==> src/rtl/tone_sequencer.sv <==
// tone_sequencer
// ---------------
// Plays a fixed-length sequence of NUM_TONES tone slots by stepping the address
// of an external sine ROM at a per-slot rate. A slot's divider sets how many
// cycles each ROM address is held (divider + 1). A divider of 0 marks a rest
// slot: the address is frozen and the audio output is silent. Each slot lasts
// DURATION cycles. A latched DURATION of 0 is treated as 1. The sequence can
// play once or repeat.
//
// Ports
//   CLOCK      system clock
//   RESET_N    asynchronous active-low reset
//   START      single-cycle request to begin the sequence (ignored unless idle)
//   STOP       abort playback; wins over START
//   LOOP       1 = repeat the sequence, 0 = play once (sampled at the last slot end)
//   TONE_DIV   per-slot step divider, slot k at [k*DIV_W +: DIV_W]
//   DURATION   cycles spent on each slot
//   SINE_IN    sample returned by the sine ROM for ADDR
//   ADDR       sine ROM address (phase continues across slot changes)
//   AUDIO_OUT  registered sample to the DAC; 0 outside PLAY and in rest slots
//   TONE_IDX   index of the slot currently playing
//   BUSY       high while playing
//   DONE       one-cycle pulse when a play-once sequence completes
module tone_sequencer #(
    parameter int NUM_TONES = 3,
    parameter int ADDR_W    = 8,
    parameter int DATA_W    = 8,
    parameter int DIV_W     = 16,
    parameter int DUR_W     = 26,
    localparam int IDX_W    = (NUM_TONES > 1) ? $clog2(NUM_TONES) : 1
) (
    input  logic                       CLOCK,
    input  logic                       RESET_N,
    input  logic                       START,
    input  logic                       STOP,
    input  logic                       LOOP,
    input  logic [NUM_TONES*DIV_W-1:0] TONE_DIV,
    input  logic [DUR_W-1:0]           DURATION,
    input  logic [DATA_W-1:0]          SINE_IN,
    output logic [ADDR_W-1:0]          ADDR,
    output logic [DATA_W-1:0]          AUDIO_OUT,
    output logic [IDX_W-1:0]           TONE_IDX,
    output logic                       BUSY,
    output logic                       DONE
);

    typedef enum logic [1:0] {
        ST_IDLE   = 2'd0,
        ST_PLAY   = 2'd1,
        ST_FINISH = 2'd2
    } state_t;

    localparam logic [IDX_W-1:0] LAST_IDX = IDX_W'(NUM_TONES - 1);

    // Selects the divider of one slot out of the packed divider vector.
    function automatic logic [DIV_W-1:0] slot_div(
        input logic [NUM_TONES*DIV_W-1:0] vec,
        input logic [IDX_W-1:0]           idx
    );
        logic [DIV_W-1:0] res;
        res = '0;
        for (int k = 0; k < NUM_TONES; k++) begin
            if (idx == IDX_W'(k)) begin
                res = vec[k*DIV_W +: DIV_W];
            end else begin
                res = res;
            end
        end
        return res;
    endfunction

    // Registered state
    state_t                     state_r;
    logic [ADDR_W-1:0]          addr_r;
    logic [DATA_W-1:0]          audio_r;
    logic [IDX_W-1:0]           idx_r;
    logic [DIV_W-1:0]           step_r;
    logic [DUR_W-1:0]           dur_r;
    logic [NUM_TONES*DIV_W-1:0] div_lat_r;
    logic [DUR_W-1:0]           dur_lat_r;
    logic                       busy_r;
    logic                       done_r;

    // Next-state values
    state_t                     state_nxt_s;
    logic [ADDR_W-1:0]          addr_nxt_s;
    logic [DATA_W-1:0]          audio_nxt_s;
    logic [IDX_W-1:0]           idx_nxt_s;
    logic [DIV_W-1:0]           step_nxt_s;
    logic [DUR_W-1:0]           dur_nxt_s;
    logic [NUM_TONES*DIV_W-1:0] div_lat_nxt_s;
    logic [DUR_W-1:0]           dur_lat_nxt_s;

    // Decodes of the current slot
    logic [DIV_W-1:0]           cur_div_s;
    logic [DIV_W-1:0]           nxt_div_s;
    logic                       rest_s;
    logic                       step_hit_s;
    logic                       slot_end_s;
    logic                       last_slot_s;

    // Current-slot decodes feeding the next-state logic
    always_comb begin
        cur_div_s   = slot_div(div_lat_r, idx_r);
        rest_s      = (cur_div_s == '0);
        step_hit_s  = (step_r == cur_div_s);
        // dur_lat_r is never 0 while playing, so the subtraction cannot wrap
        slot_end_s  = (dur_r == (dur_lat_r - DUR_W'(1)));
        last_slot_s = (idx_r == LAST_IDX);
    end

    // FSM next-state, counter and configuration update
    always_comb begin
        state_nxt_s   = state_r;
        addr_nxt_s    = addr_r;
        idx_nxt_s     = idx_r;
        step_nxt_s    = step_r;
        dur_nxt_s     = dur_r;
        div_lat_nxt_s = div_lat_r;
        dur_lat_nxt_s = dur_lat_r;

        case (state_r)
            ST_IDLE: begin
                if (START && !STOP) begin
                    state_nxt_s   = ST_PLAY;
                    div_lat_nxt_s = TONE_DIV;
                    dur_lat_nxt_s = (DURATION == '0) ? DUR_W'(1) : DURATION;
                    idx_nxt_s     = '0;
                    step_nxt_s    = '0;
                    dur_nxt_s     = '0;
                end else begin
                    state_nxt_s   = ST_IDLE;
                end
            end

            ST_PLAY: begin
                if (STOP) begin
                    state_nxt_s = ST_IDLE;
                end else begin
                    // A rest slot keeps its address so the next tone resumes in phase
                    if (!rest_s && step_hit_s) begin
                        addr_nxt_s = addr_r + ADDR_W'(1);
                    end else begin
                        addr_nxt_s = addr_r;
                    end

                    if (step_hit_s || slot_end_s) begin
                        step_nxt_s = '0;
                    end else begin
                        step_nxt_s = step_r + DIV_W'(1);
                    end

                    if (slot_end_s) begin
                        dur_nxt_s = '0;
                        if (!last_slot_s) begin
                            idx_nxt_s = idx_r + IDX_W'(1);
                        end else if (LOOP) begin
                            idx_nxt_s = '0;
                        end else begin
                            state_nxt_s = ST_FINISH;
                        end
                    end else begin
                        dur_nxt_s = dur_r + DUR_W'(1);
                    end
                end
            end

            ST_FINISH: begin
                state_nxt_s = ST_IDLE;
            end

            default: begin
                state_nxt_s = ST_IDLE;
            end
        endcase
    end

    // Audio capture: the sample is taken only when the coming cycle is a
    // non-rest PLAY cycle, so the output is silent for a whole rest slot and
    // drops to 0 together with leaving PLAY.
    always_comb begin
        nxt_div_s = slot_div(div_lat_r, idx_nxt_s);
        if ((state_r == ST_PLAY) && (state_nxt_s == ST_PLAY) && (nxt_div_s != '0)) begin
            audio_nxt_s = SINE_IN;
        end else begin
            audio_nxt_s = '0;
        end
    end

    // State, counter, configuration and output registers
    always_ff @(posedge CLOCK or negedge RESET_N) begin
        if (!RESET_N) begin
            state_r   <= ST_IDLE;
            addr_r    <= '0;
            audio_r   <= '0;
            idx_r     <= '0;
            step_r    <= '0;
            dur_r     <= '0;
            div_lat_r <= '0;
            dur_lat_r <= '0;
            busy_r    <= 1'b0;
            done_r    <= 1'b0;
        end else begin
            state_r   <= state_nxt_s;
            addr_r    <= addr_nxt_s;
            audio_r   <= audio_nxt_s;
            idx_r     <= idx_nxt_s;
            step_r    <= step_nxt_s;
            dur_r     <= dur_nxt_s;
            div_lat_r <= div_lat_nxt_s;
            dur_lat_r <= dur_lat_nxt_s;
            busy_r    <= (state_nxt_s == ST_PLAY);
            done_r    <= (state_nxt_s == ST_FINISH);
        end
    end

    assign ADDR      = addr_r;
    assign AUDIO_OUT = audio_r;
    assign TONE_IDX  = idx_r;
    assign BUSY      = busy_r;
    assign DONE      = done_r;

endmodule
==> config.mk <==
export PLATFORM = sky130hd
export DESIGN_NAME = tone_sequencer
export DESIGN_NICKNAME = d
export VERILOG_FILES = /design/src/rtl/tone_sequencer.sv
export SDC_FILE = /design/constraint.sdc
export NUM_CORES = 1
export LEC_CHECK = 0
export CORE_MARGIN = 5
export CORE_UTILIZATION = 50
export CTS_BUF_LIST = sky130_fd_sc_hd__clkbuf_8
export CTS_CLUSTER_DIAMETER = 80
export DETAILED_ROUTE_END_ITERATION = 12
export PLACE_DENSITY = 0.73
export SLEW_MARGIN = 0
export SYNTH_ARGS = -nofsm -noshare
export SYNTH_HDL_FRONTEND = slang
export SYNTH_SLANG_ARGS = --single-unit
==> constraint.sdc <==
create_clock -name CLOCK -period 4.01 [get_ports CLOCK]
set_clock_uncertainty 0.1 [all_clocks]
set_input_delay 0.401 -clock CLOCK [delete_from_list [all_inputs] [get_ports CLOCK]]
set_output_delay 0.401 -clock CLOCK [all_outputs]
set_load 0.01 [all_outputs]
## After elaboration in Yosys (flattened, before gate mapping)

Cells that the tools add are included.
W data, S select, Z words.

- Bits in registers: 138
- Latch bits: 0
- Memory bits (writable): 0
- Bits in read-only memories: 0
- Output and inout bits: 20
- Word-level logic and storage cells: 72
- Memories: 0

- $add $sub $neg: 5
- Multiply operators: 0
- Div/mod/pow operators: 0
- Magnitude comparators: 0
- Equal/unequal tests: 11
- Shift-type cells: 0
- Multiplexer cells: 28
- Bitwise operators: 1
- Reductions and logical operators: 17

Operator list:

| operator | number |
|---|---|
| $mux W16 | 9 |
| $mux W26 | 4 |
| $pmux W26 S2 | 1 |
| $pmux W16 S2 | 1 |
| $add A26 B1 Y26 const B | 1 |
| $eq A26 B26 Y1 | 1 |
| $logic_not A26 Y1 | 1 |
| $sub A26 B1 Y26 const B | 1 |
| $mux W2 | 9 |
| $add A16 B1 Y16 const B | 1 |
| $eq A16 B16 Y1 | 1 |
| $logic_not A16 Y1 | 1 |
| $reduce_bool A16 Y1 | 1 |
| $add A8 B1 Y8 const B | 1 |
| $eq A2 B1 Y1 const B | 4 |
| $mux W8 | 1 |
| $pmux W2 S2 | 2 |
| $eq A2 B2 Y1 const B | 3 |
| $logic_not A2 Y1 | 3 |
| $reduce_and A3 Y1 | 2 |
| $logic_and A1 B1 Y1 | 4 |
| $ne A2 B2 Y1 const B | 2 |
| $add A2 B1 Y2 const B | 1 |
| $logic_not A1 Y1 | 2 |
| 5 further kinds | 5 |

## Depth between registers and ports, before layout

- Depth in word-level cells: 12
- Depth in mapped cells: 14

## Worst setup path after synthesis

Ideal clock, no wire load.

- Path kind: register to register
- Start point: reg dur_lat_r[0]
- End point: reg dur_r[25]
- Setup time: 122 ps
- Arrival: 2869 ps
- Data required time: 3788 ps
- Slack: 920 ps
- Stages on the path, launching flop included: 14
- Buffers on the path: 4
- Period minus slack after synthesis: 3090 ps
- Cells stage by stage: dfrtp_1 inv_1 ha_1 nor2b_1 clkbuf_1 and4_1 buf_4 xnor2_1 nand4_1 a2111o_1 a2111o_1 buf_6 buf_6 a32o_1

- Longest elaborated chain between the ends: 5

RTL lines:

| item | line | RTL |
|---|---|---|
| start: declaration | 80 | `logic [DUR_W-1:0] dur_lat_r;` |
| start signal: assignment | 211 | `dur_lat_r <= dur_lat_nxt_s;` |
| $sub A26 B1 Y26 | 108 | `slot_end_s = (dur_r == (dur_lat_r - DUR_W'(1)));` |
| $eq A26 B26 Y1 | 108 |  |
| $mux W26 | 153 | `if (slot_end_s) begin` |
| $mux W26 | 137 | `if (STOP) begin` |
| $pmux W26 S2 | 122 | `case (state_r)` |
| end signal: assignment | 209 | `dur_r <= dur_nxt_s;` |
| end: declaration | 78 | `logic [DUR_W-1:0] dur_r;` |

No other way between the ends. The select of a mux whose other input is x is not followed.
A chain may end at the register's enable or synchronous reset.

## Worst setup path in the final report

- Start point: reg dur_lat_r[0]
- End point: reg dur_r[15]

Same word-level chain as after synthesis.

==> qor.tcl <==
set qor(run_status) {finished clean}
set qor(layout.core_utilization_pct) 61.12
set qor(ant_nets) 0
set qor(r2r-end) {dur_r[15]}
set qor(reg2reg_from) {dur_lat_r[0]}
set qor(path_common_cell) {sky130_fd_sc_hd__a2111o_1}
set qor(tightestPinTransition_ps) 927.0
set qor(io_pins) 107
set qor(timing.critical_path.depth) 12
set qor(layout_common_cells) {sky130_fd_sc_hd__nand2_1 (272), sky130_fd_sc_hd__dfrtp_1 (138), sky130_fd_sc_hd__clkdlybuf4s50_1 (105), sky130_fd_sc_hd__xnor2_1 (43), sky130_fd_sc_hd__nand4_1 (37)}
set qor(synth_warnings) 0
set qor(drt_pass1_iterations) 7
set qor(worst_r2r_path_depth) 12
set qor(setup-violations-final) 0
set qor(worstSetupEndpoint) {dur_r[15]}
set qor(synth_top_area_cell) {sky130_fd_sc_hd__dfrtp_1}
set qor(place_hpwl_um) 13600
set qor(worst-endpoint-required_ps) 4200
set qor(layout-area-overhead-vs-synth_pct) 20.50
set qor(critical_path_class) {flip-flop to flip-flop}
set qor(fillerInstances) 1315
set qor(cts.htree.levels) 4
set qor(synth-async-reset-ratio_pct) 100.0
set qor(gp_congestion) 0.9222
set qor(post_route_cells_drive_above_1_share_pct) 5.888
set qor(peakVddDrop_mv) 0.2695
set qor(setup-tns-final_ps) 0
set qor(crit_buf_inv) 3
set qor(clock_path_buffers) 2
set qor(via_count) 6645
set qor(slowest_stage) {sky130_fd_sc_hd__dfrtp_1}
set qor(globalRouteOverflowTotal) 0
set qor(port-buffer-count) 106
set qor(vertical_die_dimension_um) 133.7
set qor(worstSetupStartpointType) {flip-flop}
set qor(synth.net_count) 978
set qor(via_per_inst) 5.665
set qor(die_width_um) 133.7
set qor(synth_enable_flop_cells) 0
set qor(timing.final.hold_violations) 0
set qor(final_nets) 1063
set qor(dominantRegCellSynth) {sky130_fd_sc_hd__dfrtp_1}
set qor(global_route.usage.total_pct) 21.79
set qor(crit_path_cell_trace) {inv_1, ha_1, nor2b_1, and4_1, xnor2_1, nand4_1, a2111o_1, a2111o_1, buf_12, nand2_1, buf_4, o311ai_0}
set qor(power.density_cell_area_nw_per_um2) 392.9
set qor(worstHoldPathType) {flip-flop to flip-flop}
set qor(synth_cell_type_count) 56
set qor(antenna_found_initial) 0
set qor(tritoncts_clock_tree) {yes}
set qor(maxSlewViolCount) 0
set qor(rows) 45
set qor(yosys-top-cells-area) {sky130_fd_sc_hd__dfrtp_1 (45%), sky130_fd_sc_hd__nand2_1 (13%), sky130_fd_sc_hd__xnor2_1 (4.9%), sky130_fd_sc_hd__mux2i_1 (3.9%), sky130_fd_sc_hd__nand4_1 (3.0%)}
set qor(clock_latency_ps) 450
set qor(final.min_clock_period_ps) 3611
set qor(grt_max_degree) 101
set qor(cap_violations) 0
set qor(ff2ff_setup_slack_ps) 400
set qor(rsz0062_at_grt) {no}
set qor(total_power_uw) 3624
set qor(route.final.wire_length_um) 18980
set qor(syn-mean-instance-area_um2) 8.629
set qor(clock_sink_count) 138
set qor(synth_sequential_area_ratio_pct) 45.12
set qor(timing.hold.worst_path_depth) 1
set qor(worstSetupEndpointType) {flip-flop}
set qor(relSlewSlack_pct) 38.20
set qor(initial_utilization_pct) 50.72
set qor(post_drt_wl_per_cell_um) 16.18
set qor(power.static_leakage_uw) 0.003902
set qor(drc) 0
set qor(total_of_flip_flops_plus_latches_after_synthesis) 138
set qor(cts.clk_slew.worst_paths_ps) 80
set qor(vias_in_the_first_global_route) 6498
set qor(critical_path.top_delay_family) {simple AND/OR/NAND/NOR gates}
set qor(grt_first_pass_wirelength_um) 31830
set qor(layout_worst_path_cycle_share_pct) 90.06
set qor(antenna_cells) 0
set qor(layout.cells.most_common) {sky130_fd_sc_hd__nand2_1}
set qor(synth.cell_area_um2) 7654
set qor(timing.critical_path.from) {dur_lat_r[0]}
set qor(drt_iter0_drc) 381
set qor(cell_chosen_for_the_clock_root) {sky130_fd_sc_hd__clkbuf_8}
set qor(core_area_um2) 15090
set qor(synth_top_area_share_pct) 45.12
set qor(post_synth_inst_count) 887
set qor(cp.arrival_ps) 3800
set qor(cts_made_buffers) 17
set qor(worst-path-max-fanout) 50
set qor(maxClockFrequency_ghz) 0.2769
set qor(full_die_area_um2) 17880
set qor(critPathMaxStageDelay_ps) 430
state kept, by name, indices dropped and copies added, names as in the netlist:
name,flops
TONE_IDX,2
step_r,16
AUDIO_OUT,8
div_lat_r,48
dur_lat_r,26
BUSY,1
state_r,2
dur_r,26
ADDR,8
DONE,1
cells by family after synthesis:
| family | Yosys count | synth area share (%) |
|---|---|---|
| adders and majority gates | 4 | 0.6539 |
| DFF | 138 | 45.12 |
| muxes | 34 | 4.561 |
| AOI/OAI and AO/OA | 102 | 9.580 |
| xor gates and xnor gates | 59 | 6.752 |
| buffers and inverters | 72 | 4.201 |
| and+or+nand+nor | 478 | 29.13 |
worst reg2reg max path: cells and delay by family, from the launching register on:
family | cells | cell delay, ps
simple gates | 4 | 1040
compound gates | 3 | 960
xor+xnor | 1 | 160
buf+inv | 3 | 530
flops | 1 | 430
fa+ha+maj | 1 | 220
routing by layer:
layer | routed length (um) | track usage, % | vias to the layer above
met5 | 0 | 0 | -
met3 | 747 | 4.305 | 37
met4 | 532 | 7.886 | 0
met2 | 9530 | 36.86 | 164
met1 | 8169 | 27.79 | 3170
li1 | - | - | 3274
report_power, final:
group	switching [uW]	internal, uW	total [uW]
Sequential	206	1550	1760
Clock	568	572	1140
Combinational	382	342	724
Total	1160	2470	3620
metrics by stage:
stage	setup slack [ps]	hold WS, ps	cells	instance area (um^2)
after floorplan	919.9	5.409	887	7654
after global placement	518.5	362.9	1140	8816
after detailed placement	445.1	367.6	1140	8816
after CTS	426.7	343.9	1173	9223
after global routing	174.7	343.1	1173	9223
final	398.7	372.2	1173	9223
cells in the mapped netlist (4+ instances only):
master / count
sky130_fd_sc_hd__a21oi_1: 5
sky130_fd_sc_hd__a31oi_1: 21
sky130_fd_sc_hd__and2_1: 10
sky130_fd_sc_hd__and3_1: 11
sky130_fd_sc_hd__buf_1: 5
sky130_fd_sc_hd__buf_2: 5
sky130_fd_sc_hd__buf_6: 5
sky130_fd_sc_hd__clkbuf_1: 37
sky130_fd_sc_hd__dfrtp_1: 138
sky130_fd_sc_hd__ha_1: 4
sky130_fd_sc_hd__inv_1: 18
sky130_fd_sc_hd__mux2i_1: 30
sky130_fd_sc_hd__nand2_1: 272
sky130_fd_sc_hd__nand2b_1: 5
sky130_fd_sc_hd__nand3_1: 35
sky130_fd_sc_hd__nand4_1: 37
sky130_fd_sc_hd__nor2_1: 30
sky130_fd_sc_hd__nor3_1: 17
sky130_fd_sc_hd__nor4_1: 24
sky130_fd_sc_hd__o21ai_0: 22
sky130_fd_sc_hd__o2bb2ai_1: 17
sky130_fd_sc_hd__o311ai_0: 9
sky130_fd_sc_hd__o311ai_1: 5
sky130_fd_sc_hd__or2_2: 4
sky130_fd_sc_hd__or3_1: 10
sky130_fd_sc_hd__or4_1: 4
sky130_fd_sc_hd__xnor2_1: 43
sky130_fd_sc_hd__xor2_1: 16
worst min path at each step:
| stage | slack [ps] | to | startpoint |
|---|---|---|---|
| global placement | 360 | ADDR[7] | ADDR[7] |
| detailed placement | 370 | ADDR[7] | ADDR[7] |
| finish | 370 | ADDR[7] | ADDR[7] |
| floorplan | 5 | ADDR[0] | RESET_N |
| global route | 340 | div_lat_r[41] | TONE_DIV[41] |
| CTS | 340 | div_lat_r[41] | TONE_DIV[41] |
layout make-up:
type	instances	area (um^2)	share of cell area, %
multi-input cells	677	3887	42.15
flip-flops and latches	138	3453	37.44
repair buffers	120	1182	12.82
clock buffers	18	247.7	2.686
well taps	188	235.2	2.551
clock inverters	14	148.9	1.614
inverters	18	67.56	0.7326
timing repair:
| item | 4_1_cts | 5_1_grt |
|---|---|---|
| buffers inserted | 0 | 0 |
| endpoints found under the hold margin | 27 | 0 |
| hold buffers | 1 | 0 |
| resized for setup | 0 | 0 |
(Power assumes the default switching activity.)
==> RTL change (same settings) <==
Set the parameter `DUR_W` to 52 (it was 26).
--- a/src/rtl/tone_sequencer.sv
+++ b/src/rtl/tone_sequencer.sv
@@ -28,3 +28,3 @@
     parameter int DIV_W     = 16,
-    parameter int DUR_W     = 26,
+    parameter int DUR_W     = 52,
     localparam int IDX_W    = (NUM_TONES > 1) ? $clog2(NUM_TONES) : 1
Interface: changed (resized DURATION); port bits go from 107 to 133. The function was not compared with the original's and may differ.
==> RTL change against the unedited design <==
Hold slack lost 58 ps. Largest power group unchanged. Synthesized area grew 48%. Via count grew 57%. Sequential cell count grew 52. Synthesized cell count grew 56%. Power grew 40%. Utilization shrank 0.24 points. Routed wire length grew 76%. Setup slack lost 240 ps. Design area grew 49%. Count of clock-buffer cells in the layout shrank 1.
==> RTL change: results (changes against the unedited design) <==
{| class="wikitable"
! Metric !! Value
|-
| Number of instances in the placed design || 1765 (+55%)
|-
| Gpl congestion || 0.894 (-3.1%)
|-
| Count of filler cells inserted in the layout || 1962 (+49%)
|-
| Synth Instances || 1380 (+56%)
|-
| Setup slack after placement || -65.0 ps (-510 ps)
|-
| Buffers excl. clock || 193 (+61%)
|-
| Routed wire length || 33400 um (+76%)
|-
| Vias per std cell || 5.78 (+2.0%)
|-
| Top cell types by occurrence after synthesis || 401 x sky130_fd_sc_hd__nand2_1, 190 x sky130_fd_sc_hd__dfrtp_1, 96 x sky130_fd_sc_hd__o21ai_0, 65 x sky130_fd_sc_hd__clkbuf_1, 65 x sky130_fd_sc_hd__xnor2_1
|-
| Fraction of area in registers || 0.347 (-0.0273)
|-
| Endpoint arrival time on the critical path || 4130 ps (+330 ps)
|-
| Reported leakage power || 5.86 nW (+50%)
|-
| Worst setup path startpoint || dur_lat_r[14]$_DFFE_PN0P_
|-
| Number of buffers added for setup after CTS || 1 (+1)
|-
| Register area share after synthesis || 0.420 (-0.0315)
|-
| Final #Nets || 1623 (+53%)
|-
| Count of cells along the worst register-to-register path || 15 (+3)
|-
| Area of the multi-input gates || 6270 um2 (+61%)
|-
| Number of buffers added on ports || 132 (+25%)
|-
| CTS clk-pin slew, worst paths || 140 ps (+60 ps)
|-
| Hold path startpoint || TONE_DIV[27]
|-
| Total global routing track utilization || 0.256 (+0.0384)
|-
| PnR worst setup slack || 164 ps (-235 ps)
|-
| Outcome || finished, final reports clean
|-
| Crit-path max cell delay || 550 ps (+120 ps)
|-
| Capturing instance or port of the critical path || step_r[10]$_DFFE_PN0P_
|-
| First-pass GRT wire length || 53500 um (+68%)
|-
| Fraction of power consumed by sequential logic || 0.474 (-0.012)
|-
| Worst min-delay path class || input pin to register
|-
| Detailed-router iteration count before antenna repair || 5 (-2)
|-
| Total number of multi-input combinational cells || 1092 (+61%)
|-
| Largest net degree at the start of global routing || 107 (+5.9%)
|-
| Worst vdd ir || 0.231 mV (-14%)
|-
| Non-filler instance count after layout || 1804 (+54%)
|-
| Non-clock buffering overhead in the final layout || 0.133 (+0.00522)
|-
| Reported combinational group power || 1.27 mW (+75%)
|-
| Worst hold path endpoint || div_lat_r[27]$_DFFE_PN0P_
|-
| Clock insertion delay at the later pin of the skew report || 490 ps (+40 ps)
|-
| DR iter-0 viols || 881 (+130%)
|-
| Transition time at the pin with the least slew margin || 1040 ps (+111 ps)
|-
| CP max-delay cell || sky130_fd_sc_hd__nor4_1
|-
| FF+latch count, synth || 190 (+38%)
|-
| Number of distinct library cells after synthesis || 67 (+20%)
|-
| Synthesized net count || 1497 (+53%)
|-
| CP Max Fanout || 28 (-44%)
|-
| Leading cell types by total area after synthesis || sky130_fd_sc_hd__dfrtp_1 42%, sky130_fd_sc_hd__nand2_1 13%, sky130_fd_sc_hd__xnor2_1 5.0%
|}
==> RTL change: layer usage <==
layer	vias up	routed length, um	global-route usage
li1	5065	-	-
met1	4992	14200	0.333
met2	313	16300	0.432
met3	52	1820	0.0413
met4	0	1200	0.0993
met5	-	0	0
==> RTL change: kinds of logic (layout without fill, tap and decap cells) <==
family                   count (synthesis)  after routing  share of synthesized area
flip-flops                             190            190                      0.420
adder cells (fa/ha/maj)                  4              4                    0.00442
multiplexers                            27             27                     0.0249
buffers and inverters                   98            237                     0.0367
AND/OR/NAND/NOR                        751            751                      0.322
XOR/XNOR                               101            101                     0.0781
AO/OA/AOI/OAI                          209            209                      0.115
==> RTL change: per-stage QoR <==
stage / instance area [um2] / hold slack (ps)
final: 13700 / 314
after global routing: 13700 / 302
after CTS: 13600 / 299
after detailed placement: 13100 / 362
after global placement: 13100 / 366
after floorplan: 11300 / 5.41
